[config.mk]
export PLATFORM = sky130hd
export DESIGN_NAME = lsu_ecc_scrub
export DESIGN_NICKNAME = d
export VERILOG_FILES = /design/src/rtl/lsu_ecc_scrub.sv
export SDC_FILE = /design/constraint.sdc
export NUM_CORES = 1
export LEC_CHECK = 0
export ABC_AREA = 1
export CAP_MARGIN = 40
export CORE_ASPECT_RATIO = 2
export CORE_MARGIN = 3
export CORE_UTILIZATION = 50
export DETAILED_ROUTE_END_ITERATION = 6
export PLACE_DENSITY = 0.71
export SYNTH_ARGS = -nofsm -noshare
export SYNTH_HDL_FRONTEND = slang
export SYNTH_SLANG_ARGS = --single-unit
export TNS_END_PERCENT = 30
[constraint.sdc]
create_clock -name clk -period 13.3 [get_ports clk]
set_input_delay 2.66 -clock clk [delete_from_list [all_inputs] [get_ports clk]]
set_output_delay 2.66 -clock clk [all_outputs]
set_load 0.05 [all_outputs]
[src/rtl/lsu_ecc_scrub.sv]
// DCCM single-bit-error scrub queue: captures corrected load words from DC3 and
// writes them back with fresh check bits through the DCCM write-port arbiter.

module rvecc_encode (
   input  logic [31:0] din,
   output logic [6:0]  ecc_out
);
   // Codeword indexed by Hamming position; data occupies non-power-of-two slots.
   logic [38:1] cw;
   logic [5:0]  p;

   always_comb begin
      cw        = '0;
      cw[3]     = din[0];
      cw[7:5]   = din[3:1];
      cw[15:9]  = din[10:4];
      cw[31:17] = din[25:11];
      cw[38:33] = din[31:26];
      p         = '0;
      for (int b = 0; b < 6; b++)
         for (int k = 1; k < 39; k++)
            if (k[b]) p[b] = p[b] ^ cw[k];
      ecc_out = {(^din) ^ (^p), p};
   end
endmodule

module lsu_ecc_scrub #(
   parameter int DCCM_BITS  = 16,
   parameter int DATA_WIDTH = 32,
   parameter int ECC_WIDTH  = 7,
   parameter int DEPTH      = 4
) (
   input  logic                  clk,
   input  logic                  rst_l,
   input  logic                  ecc_capture_en_dc3,
   input  logic                  single_ecc_error_lo_dc3,
   input  logic                  single_ecc_error_hi_dc3,
   input  logic                  lsu_double_ecc_error_dc3,
   input  logic [DCCM_BITS-1:0]  lsu_addr_dc3,
   input  logic [DCCM_BITS-1:0]  end_addr_dc3,
   input  logic [DATA_WIDTH-1:0] store_ecc_datafn_lo_dc3,
   input  logic [DATA_WIDTH-1:0] store_ecc_datafn_hi_dc3,
   input  logic                  stbuf_dccm_wr_en,
   input  logic [DCCM_BITS-1:0]  stbuf_dccm_wr_addr,
   input  logic                  scrub_wr_gnt,
   output logic                  scrub_wr_req,
   output logic [DCCM_BITS-1:0]  scrub_wr_addr,
   output logic [DATA_WIDTH-1:0] scrub_wr_data,
   output logic [ECC_WIDTH-1:0]  scrub_wr_ecc,
   output logic                  scrub_empty,
   output logic                  scrub_overflow,
   output logic [15:0]           scrub_done_cnt
);
   localparam int PW = $clog2(DEPTH);
   localparam int CW = PW + 1;

   typedef enum logic [1:0] {IDLE, REQ, POP} state_e;

   state_e                           state_q, state_d;
   logic [DEPTH-1:0]                 vld_q, vld_d;
   logic [DEPTH-1:0][DCCM_BITS-1:0]  addr_q, addr_d;
   logic [DEPTH-1:0][DATA_WIDTH-1:0] data_q, data_d;
   logic [PW-1:0]                    wr_ptr_q, wr_ptr_d, rd_ptr_q, rd_ptr_d, hi_slot;
   logic [CW-1:0]                    cnt_q, cnt_d, free;
   logic                             ovf_q, ovf_d;
   logic [15:0]                      done_cnt_q, done_cnt_d;
   logic                             capture, lo_req, hi_req, lo_acc, hi_acc;
   logic                             head_vld, pop, done;
   logic [1:0]                       n_push;
   logic [DCCM_BITS-1:0]             lo_addr, hi_addr;
   logic                             unused_lsbs;

   assign unused_lsbs = ^{lsu_addr_dc3[1:0], end_addr_dc3[1:0], stbuf_dccm_wr_addr[1:0]};

   assign capture = ecc_capture_en_dc3 & ~lsu_double_ecc_error_dc3;
   assign lo_req  = capture & single_ecc_error_lo_dc3;
   assign hi_req  = capture & single_ecc_error_hi_dc3;
   assign lo_addr = {lsu_addr_dc3[DCCM_BITS-1:2], 2'b00};
   assign hi_addr = {end_addr_dc3[DCCM_BITS-1:2], 2'b00};

   // An invalidated head is dropped without a request; a valid head waits for grant.
   assign head_vld = vld_q[rd_ptr_q];
   assign pop      = (state_q == REQ) && (cnt_q != '0) && (!head_vld || scrub_wr_gnt);
   assign done     = pop & head_vld;

   // Space freed by this cycle's pop is usable by this cycle's pushes.
   assign free    = CW'(DEPTH) - cnt_q + CW'(pop);
   assign lo_acc  = lo_req && (free != '0);
   assign hi_acc  = hi_req && (free > CW'(lo_acc));
   assign hi_slot = lo_acc ? wr_ptr_q + PW'(1) : wr_ptr_q;
   assign n_push  = {1'b0, lo_acc} + {1'b0, hi_acc};

   assign cnt_d      = cnt_q + CW'(n_push) - CW'(pop);
   assign wr_ptr_d   = wr_ptr_q + PW'(n_push);
   assign rd_ptr_d   = rd_ptr_q + PW'(pop);
   assign ovf_d      = (lo_req & ~lo_acc) | (hi_req & ~hi_acc);
   assign done_cnt_d = (done && done_cnt_q != 16'hFFFF) ? done_cnt_q + 16'd1 : done_cnt_q;

   // Order matters: invalidate, then pop, then push, so a fresh push always survives.
   always_comb begin
      vld_d  = vld_q;
      addr_d = addr_q;
      data_d = data_q;
      for (int i = 0; i < DEPTH; i++)
         if (stbuf_dccm_wr_en && addr_q[i][DCCM_BITS-1:2] == stbuf_dccm_wr_addr[DCCM_BITS-1:2])
            vld_d[i] = 1'b0;
      if (pop) vld_d[rd_ptr_q] = 1'b0;
      if (lo_acc) begin
         vld_d[wr_ptr_q]  = 1'b1;
         addr_d[wr_ptr_q] = lo_addr;
         data_d[wr_ptr_q] = store_ecc_datafn_lo_dc3;
      end
      if (hi_acc) begin
         vld_d[hi_slot]  = 1'b1;
         addr_d[hi_slot] = hi_addr;
         data_d[hi_slot] = store_ecc_datafn_hi_dc3;
      end
   end

   always_comb begin
      state_d = state_q;
      unique case (state_q)
         IDLE:    if (cnt_q != '0) state_d = REQ;
         REQ:     if (done) state_d = POP;
                  else if (cnt_d == '0) state_d = IDLE;
         POP:     state_d = (cnt_q != '0) ? REQ : IDLE;
         default: state_d = IDLE;
      endcase
   end

   always_ff @(posedge clk or negedge rst_l) begin
      if (!rst_l) begin
         state_q    <= IDLE;
         vld_q      <= '0;
         addr_q     <= '0;
         data_q     <= '0;
         wr_ptr_q   <= '0;
         rd_ptr_q   <= '0;
         cnt_q      <= '0;
         ovf_q      <= 1'b0;
         done_cnt_q <= '0;
      end else begin
         state_q    <= state_d;
         vld_q      <= vld_d;
         addr_q     <= addr_d;
         data_q     <= data_d;
         wr_ptr_q   <= wr_ptr_d;
         rd_ptr_q   <= rd_ptr_d;
         cnt_q      <= cnt_d;
         ovf_q      <= ovf_d;
         done_cnt_q <= done_cnt_d;
      end
   end

   // Head slot is only rewritten after it is popped, so these hold until grant.
   assign scrub_wr_req   = (state_q == REQ) && (cnt_q != '0) && head_vld;
   assign scrub_wr_addr  = addr_q[rd_ptr_q];
   assign scrub_wr_data  = data_q[rd_ptr_q];
   assign scrub_empty    = ~|vld_q;
   assign scrub_overflow = ovf_q;
   assign scrub_done_cnt = done_cnt_q;

   rvecc_encode u_ecc (
      .din     (scrub_wr_data),
      .ecc_out (scrub_wr_ecc)
   );
endmodule

# Yosys cells after proc, flatten, opt, wreduce, memory -nomap -nowiden
# Cells that the tools add are included.
[word_totals] output_inout_bits=74 regBits=222
[classes] mux=41 bitwise_logic=99 n_addsub=9 order_cmp=7 reduce_logical=24 eq_ne=9
[ops] op="bitwise mux 128 bit" n=2
[ops] op="two-way mux 128 bit" n=2
[ops] op="bitwise mux 64 bit" n=2
[ops] op="demux 32 bit (select 2 bit)" n=2
[ops] op="two-way mux 64 bit" n=2
[ops] op="two-way mux 32 bit" n=3
[ops] op="XOR 1 bit" n=85
[ops] op="binary-select mux 32 bit (select 2 bit)" n=1
[ops] op="demux 16 bit (select 2 bit)" n=2
[ops] op="equality test 14 bit" n=4
[ops] op="two-way mux 16 bit" n=3
[ops] op="binary-select mux 16 bit (select 2 bit)" n=1
[ops] op="parity 32 bit" n=1
[ops] op="adder 16 x 1 -> 16 bit (second input constant)" n=1
[ops] op="inequality test 16 bit (second input constant)" n=1
[ops] op="logical AND 1 bit" n=13
[ops] op="two-way mux 4 bit" n=3
[ops] op="< comparator 2 x 3 -> 1 bit (second input constant)" n=3
[ops] op="two-way mux 1 bit" n=9
[ops] op="two-way mux 2 bit" n=4
[ops] op="OR 4 bit" n=2
[ops] op="AND 1 bit" n=6
[ops] op="demux 1 bit (select 2 bit)" n=3
[ops] op=">= comparator 2 x 1 -> 1 bit (second input constant)" n=3
[ops] op="27 further kinds" n=31

# Logic depth before layout (Yosys ltp)
[logic_depth] ltp_word=21 mapped_depth=31

# Cells and area by module
# A second synthesis with hierarchy kept.
[hier_totals] hier_cells=2348 area_unflattened_um2=15603.7
[modules_own_cells] module="lsu_ecc_scrub" cells_per_inst=2038 area_per_inst_um2=14027.2 seq_area_each_um2=5555.3 n_inst=1
[modules_own_cells] module="rvecc_encode" cells_per_inst=310 area_per_inst_um2=1576.5 seq_area_each_um2=0.0 n_inst=1

# Least setup slack after synthesis
# No wires, ideal clock.
[synth_path] path_type="input port to flip-flop" start="input scrub_wr_gnt" end="register state_q[0]" setup_slack_ns=6.701 t_arrival_ns=6.498 stages=25 cell_sequence="inv_1 a21oi_1 inv_1 ha_1 inv_1 ha_1 nor3_1 nand2_1 nand2_1 inv_1 ha_1 o21ai_0 inv_1 nor2_1 ha_1 inv_1 ha_1 inv_1 ha_1 inv_1 fa_1 xnor2_1 xor2_1 nor3_1 o32ai_1"
[synth_via] elab_chain_len=13
[synth_rtl] item="start, declared" line_no="45" rtl="input logic scrub_wr_gnt,"
[synth_rtl] item="logical OR 1 bit (*)" line_no="83" rtl="assign pop = (state_q == REQ) && (cnt_q != '0) && (!head_vld || scrub_wr_gnt);"
[synth_rtl] item="logical AND 1 bit (*)" line_no="83"
[synth_rtl] item="adder 3 x 1 -> 3 bit" line_no="87" rtl="assign free = CW'(DEPTH) - cnt_q + CW'(pop);"
[synth_rtl] item="nonzero test 3 bit" line_no="88" rtl="assign lo_acc = lo_req && (free != '0);"
[synth_rtl] item="logical AND 1 bit" line_no="88"
[synth_rtl] item="greater-than comparator 3 x 1 -> 1 bit" line_no="89" rtl="assign hi_acc = hi_req && (free > CW'(lo_acc));"
[synth_rtl] item="logical AND 1 bit" line_no="89"
[synth_rtl] item="adder 1 x 1 -> 2 bit" line_no="91" rtl="assign n_push = {1'b0, lo_acc} + {1'b0, hi_acc};"
[synth_rtl] item="adder 3 x 2 -> 3 bit" line_no="93" rtl="assign cnt_d = cnt_q + CW'(n_push) - CW'(pop);"
[synth_rtl] item="subtractor 3 x 1 -> 3 bit (*)" line_no="93"
[synth_rtl] item="net cnt_d[2]" line_no="64" rtl="logic [CW-1:0] cnt_q, cnt_d, free;"
[synth_rtl] item="logical NOT 3 bit (*)" line_no="125" rtl="else if (cnt_d == '0) state_d = IDLE;"
[synth_rtl] item="inequality test 3 bit (no line) (*)"
[synth_rtl] item="AND reduction 2 bit (no line) (*)"
[synth_rtl] item="end signal, assigned" line_no="143" rtl="state_q <= state_d;"
[synth_rtl] item="end, declared" line_no="59" rtl="state_e state_q, state_d;"
# Mark *: on every way through the listed nets, which the timed path passes. The rest lies on a longest branch.
# A chain may end at the register's enable or synchronous reset.

# Worst setup path after layout
# Same ends and word-level chain as after synthesis.

==> results.yml <==
floorplan:
  io_pins: 194
  dieWidth_um: 129
  start_util_pct: 50.8
  core_sq_mm: 0.0296
  rows: 89
  dieArea_sq_mm: 0.0324
  die_y_um: 251
grt:
  grt_pass1_wl_mm: 76.2
  grt-busiest-layer: "met2"
  met1_usage_pct: 34.1
  grt_use_total_pct: 29.6
  grt_pass1_vias: 14700
  met2_usage_pct: 53.9
  grt-ovfl-total: 0
  grt_max_degree: 86
  antenna_found_initial: 0
  grt_use_met3_pct: 2.42
clocking:
  cts_hold_buf: 0
  clk_latency_ps: 530
  cts_setup_buffers: 0
  clock_path_buffers: 3
  clkTransAtPathRegs_ps: 60
  tritoncts: "built"
  cts_buffers: 22
  cts_resized: 0
  root_buffer: "clkbuf_16"
  htree_levels: 1
  cts_num_sinks: 222
critical_path:
  critPathLaunchType: "primary input"
  cp.depth: 26
  cp_slowest_cell: "nor2_1"
  required_ps: 13720
  r2r.worst_path.cells: 30
  max_stage_delay_ps: 580
  critPathCaptureType: "flop"
  crit_arrival_ps: 8100
  critPathMaxFanout: 6
  crit_start: "scrub_wr_gnt"
  r2r-end: "state_q[0]"
  setup.worst_path.end: "state_q[0]"
  worstSetupPathType: "in2reg"
  cp_common_cell: "inv_1"
  reg2reg_from: "rd_ptr_q[0]"
  critPathBufInv: 9
  cp_top_family: "adder cells"
  r2r_slack_ps: 6370
flow_run:
  drv_cap: 0
sta:
  finalSetupViolations: 0
  hold_violations: 0
  holdWs_ps: 475
  slew_violations: 0
  relSlewSlack_pct: 39.7
  clock_skew_ps: 10.1
  worst_pin_slew_ps: 904
  rsz0062_at_grt: "false"
  fin_ws_ps: 5620
  fin_crit_ps: 7680
  setup-tns-final_ps: 0
  layout_worst_path_cycle_share_pct: 57.7
  fmax_mhz: 130
routing:
  wl_per_cell_um: 17.4
  drc: 0
  firstDrtPassIters: 7
  dr_total_vias: 15200
  routed_wl_mm: 48.3
  ant_nets: 0
  drt-vias-per-instance: 5.50
  dr.first_iter.drc_count: 1131
layout:
  final_layout_size_suffix_gt1_share_pct: 5.69
  antennaDiodeCount: 0
  syn_to_final_growth_pct: 18.9
  fillers: 2788
  final_nets: 2528
  final_cells: 2773
placement:
  globalplace.congestion: 0.950
  detailed_place_hpwl_mm: 32.9
  io_buffers: 187
  pre_cts_slack_ps: 5090
  dp_cells: 2732
yosys:
  ys_seq_elements: 222
  synth_cell_types: 43
  synth_flop_cell: "dfrtp_1"
  synthesis.area_sq_mm: 0.0151
  yosys_warnings: 0
  yosysSeqAreaShare_pct: 36.9
  syn_avg_cell_area_sq_um: 6.60
  syn_nets: 2415
  synth_edf_count: 0
  netlist_instances: 2280
  async_reset_ff_share_pct: 100
worst_hold_path:
  hp-class: "reg2reg"
outcome:
  status: "finished clean"
==> worst min path at each step <==
stage,startpoint,endpoint,slack [ps],depth (start not counted)
after floorplan,state_q[0],state_q[0],440,1
after global placement,state_q[0],state_q[0],450,1
after detailed placement,state_q[0],state_q[0],470,1
after CTS,state_q[0],state_q[0],480,1
after global routing,state_q[0],state_q[0],490,1
final,state_q[0],state_q[0],470,1
==> layout make-up <==
| class | instances | area, sq um | area share (%) |
|---|---|---|---|
| Clock buffer | 33 | 673 | 3.76 |
| Clock inverter | 7 | 91.3 | 0.510 |
| Timing Repair Buffer | 210 | 2210 | 12.4 |
| Sequential cell | 222 | 5560 | 31.1 |
| Inverter | 216 | 818 | 4.57 |
| Multi-Input combinational cell | 1721 | 8080 | 45.2 |
| Tap cell | 364 | 455 | 2.54 |
==> routing by layer <==
layer  up-vias  wire, um
li1       7493         -
met5         -         0
met3       141      2640
met1      7012     17900
met2       603     25300
met4         0      2380
==> cell usage in the layout, fill, tap and decap left out, drive strengths merged <==
master and instances:
nand2 975, o21ai 375, dfrtp 222, inv 216
clkdlybuf4s50 186, nand3 149, nor2 59, xor2 37
clkbuf 33, a22oi 24, buf 24, xnor2 17
o22ai 17, ha 14, nor3 10, o221ai 7
nor4 6, o211ai 5, and2 4, a221oi 4
nand4 4, clkinv 4, o2111ai 3, a21oi 2
or2 2, a211oi 2, bufinv 2, a221o 1
o311ai 1, or3 1, o32ai 1, fa 1
clkinvlp 1
==> worst register-to-register path, delay by kind of cell (launching register included) <==
family | cells | cell delay [ps]
adders and majority gates | 7 | 1850
xor gates and xnor gates | 2 | 400
DFF | 1 | 600
and+or+nand+nor | 8 | 1430
AOI/OAI and AO/OA | 3 | 880
buffers and inverters | 10 | 1690
==> logic make-up (layout without fill, tap and decap cells) <==
| group | after synthesis | in the layout | synth area share [%] |
|---|---|---|---|
| xor gates and xnor gates | 54 | 54 | 3.19 |
| and+or+nand+nor | 1210 | 1210 | 33.0 |
| buffers and inverters | 337 | 466 | 9.79 |
| adders and majority gates | 15 | 15 | 1.30 |
| DFF | 222 | 222 | 36.9 |
| AOI/OAI and AO/OA | 442 | 442 | 15.8 |
==> state kept, by name (all words and copies together), names as in the netlist <==
name / count
wr_ptr_q: 2
vld_q: 4
cnt_q: 3
rd_ptr_q: 2
addr_q: 64
scrub_done_cnt: 16
state_q: 2
scrub_overflow: 1
data_q: 128
==> metrics by stage <==
step	instance area, sq um	util, %
6_report	17900	60.4
5_1_grt	17900	60.4
4_1_cts	17900	60.4
3_5_place_dp	17100	57.8
3_3_place_gp	16900	57.1
2_1_floorplan	15100	-
==> cell usage after synthesis, types with 2 or more instances <==
cell,instances,area share [%]
a211oi_1,2,0.10
nor4_1,5,0.21
nand3_2,8,0.53
buf_1,16,0.40
buf_2,10,0.33
a22oi_1,24,1.2
ha_1,14,1.2
a221oi_1,4,0.23
nand3_1,141,4.7
and2_1,4,0.17
inv_1,205,5.1
nor3_1,9,0.30
nor2_4,2,0.15
xor2_1,36,2.1
nand2_1,952,24
or2_2,2,0.083
clkbuf_1,67,1.7
nand2_2,23,0.96
o22ai_1,17,0.71
inv_2,10,0.25
dfrtp_1,222,37
o211ai_1,5,0.25
xnor2_1,17,0.99
o221ai_1,7,0.41
o21ai_0,375,12
o2111ai_1,3,0.17
nand4_1,4,0.17
buf_4,8,0.40
nor2_1,39,0.97
buf_6,19,1.4
a21oi_1,2,0.066
nor2_2,17,0.71
Power is not shown: default switching activity piles up to over one toggle a cycle in this logic, so the estimate is an artifact.
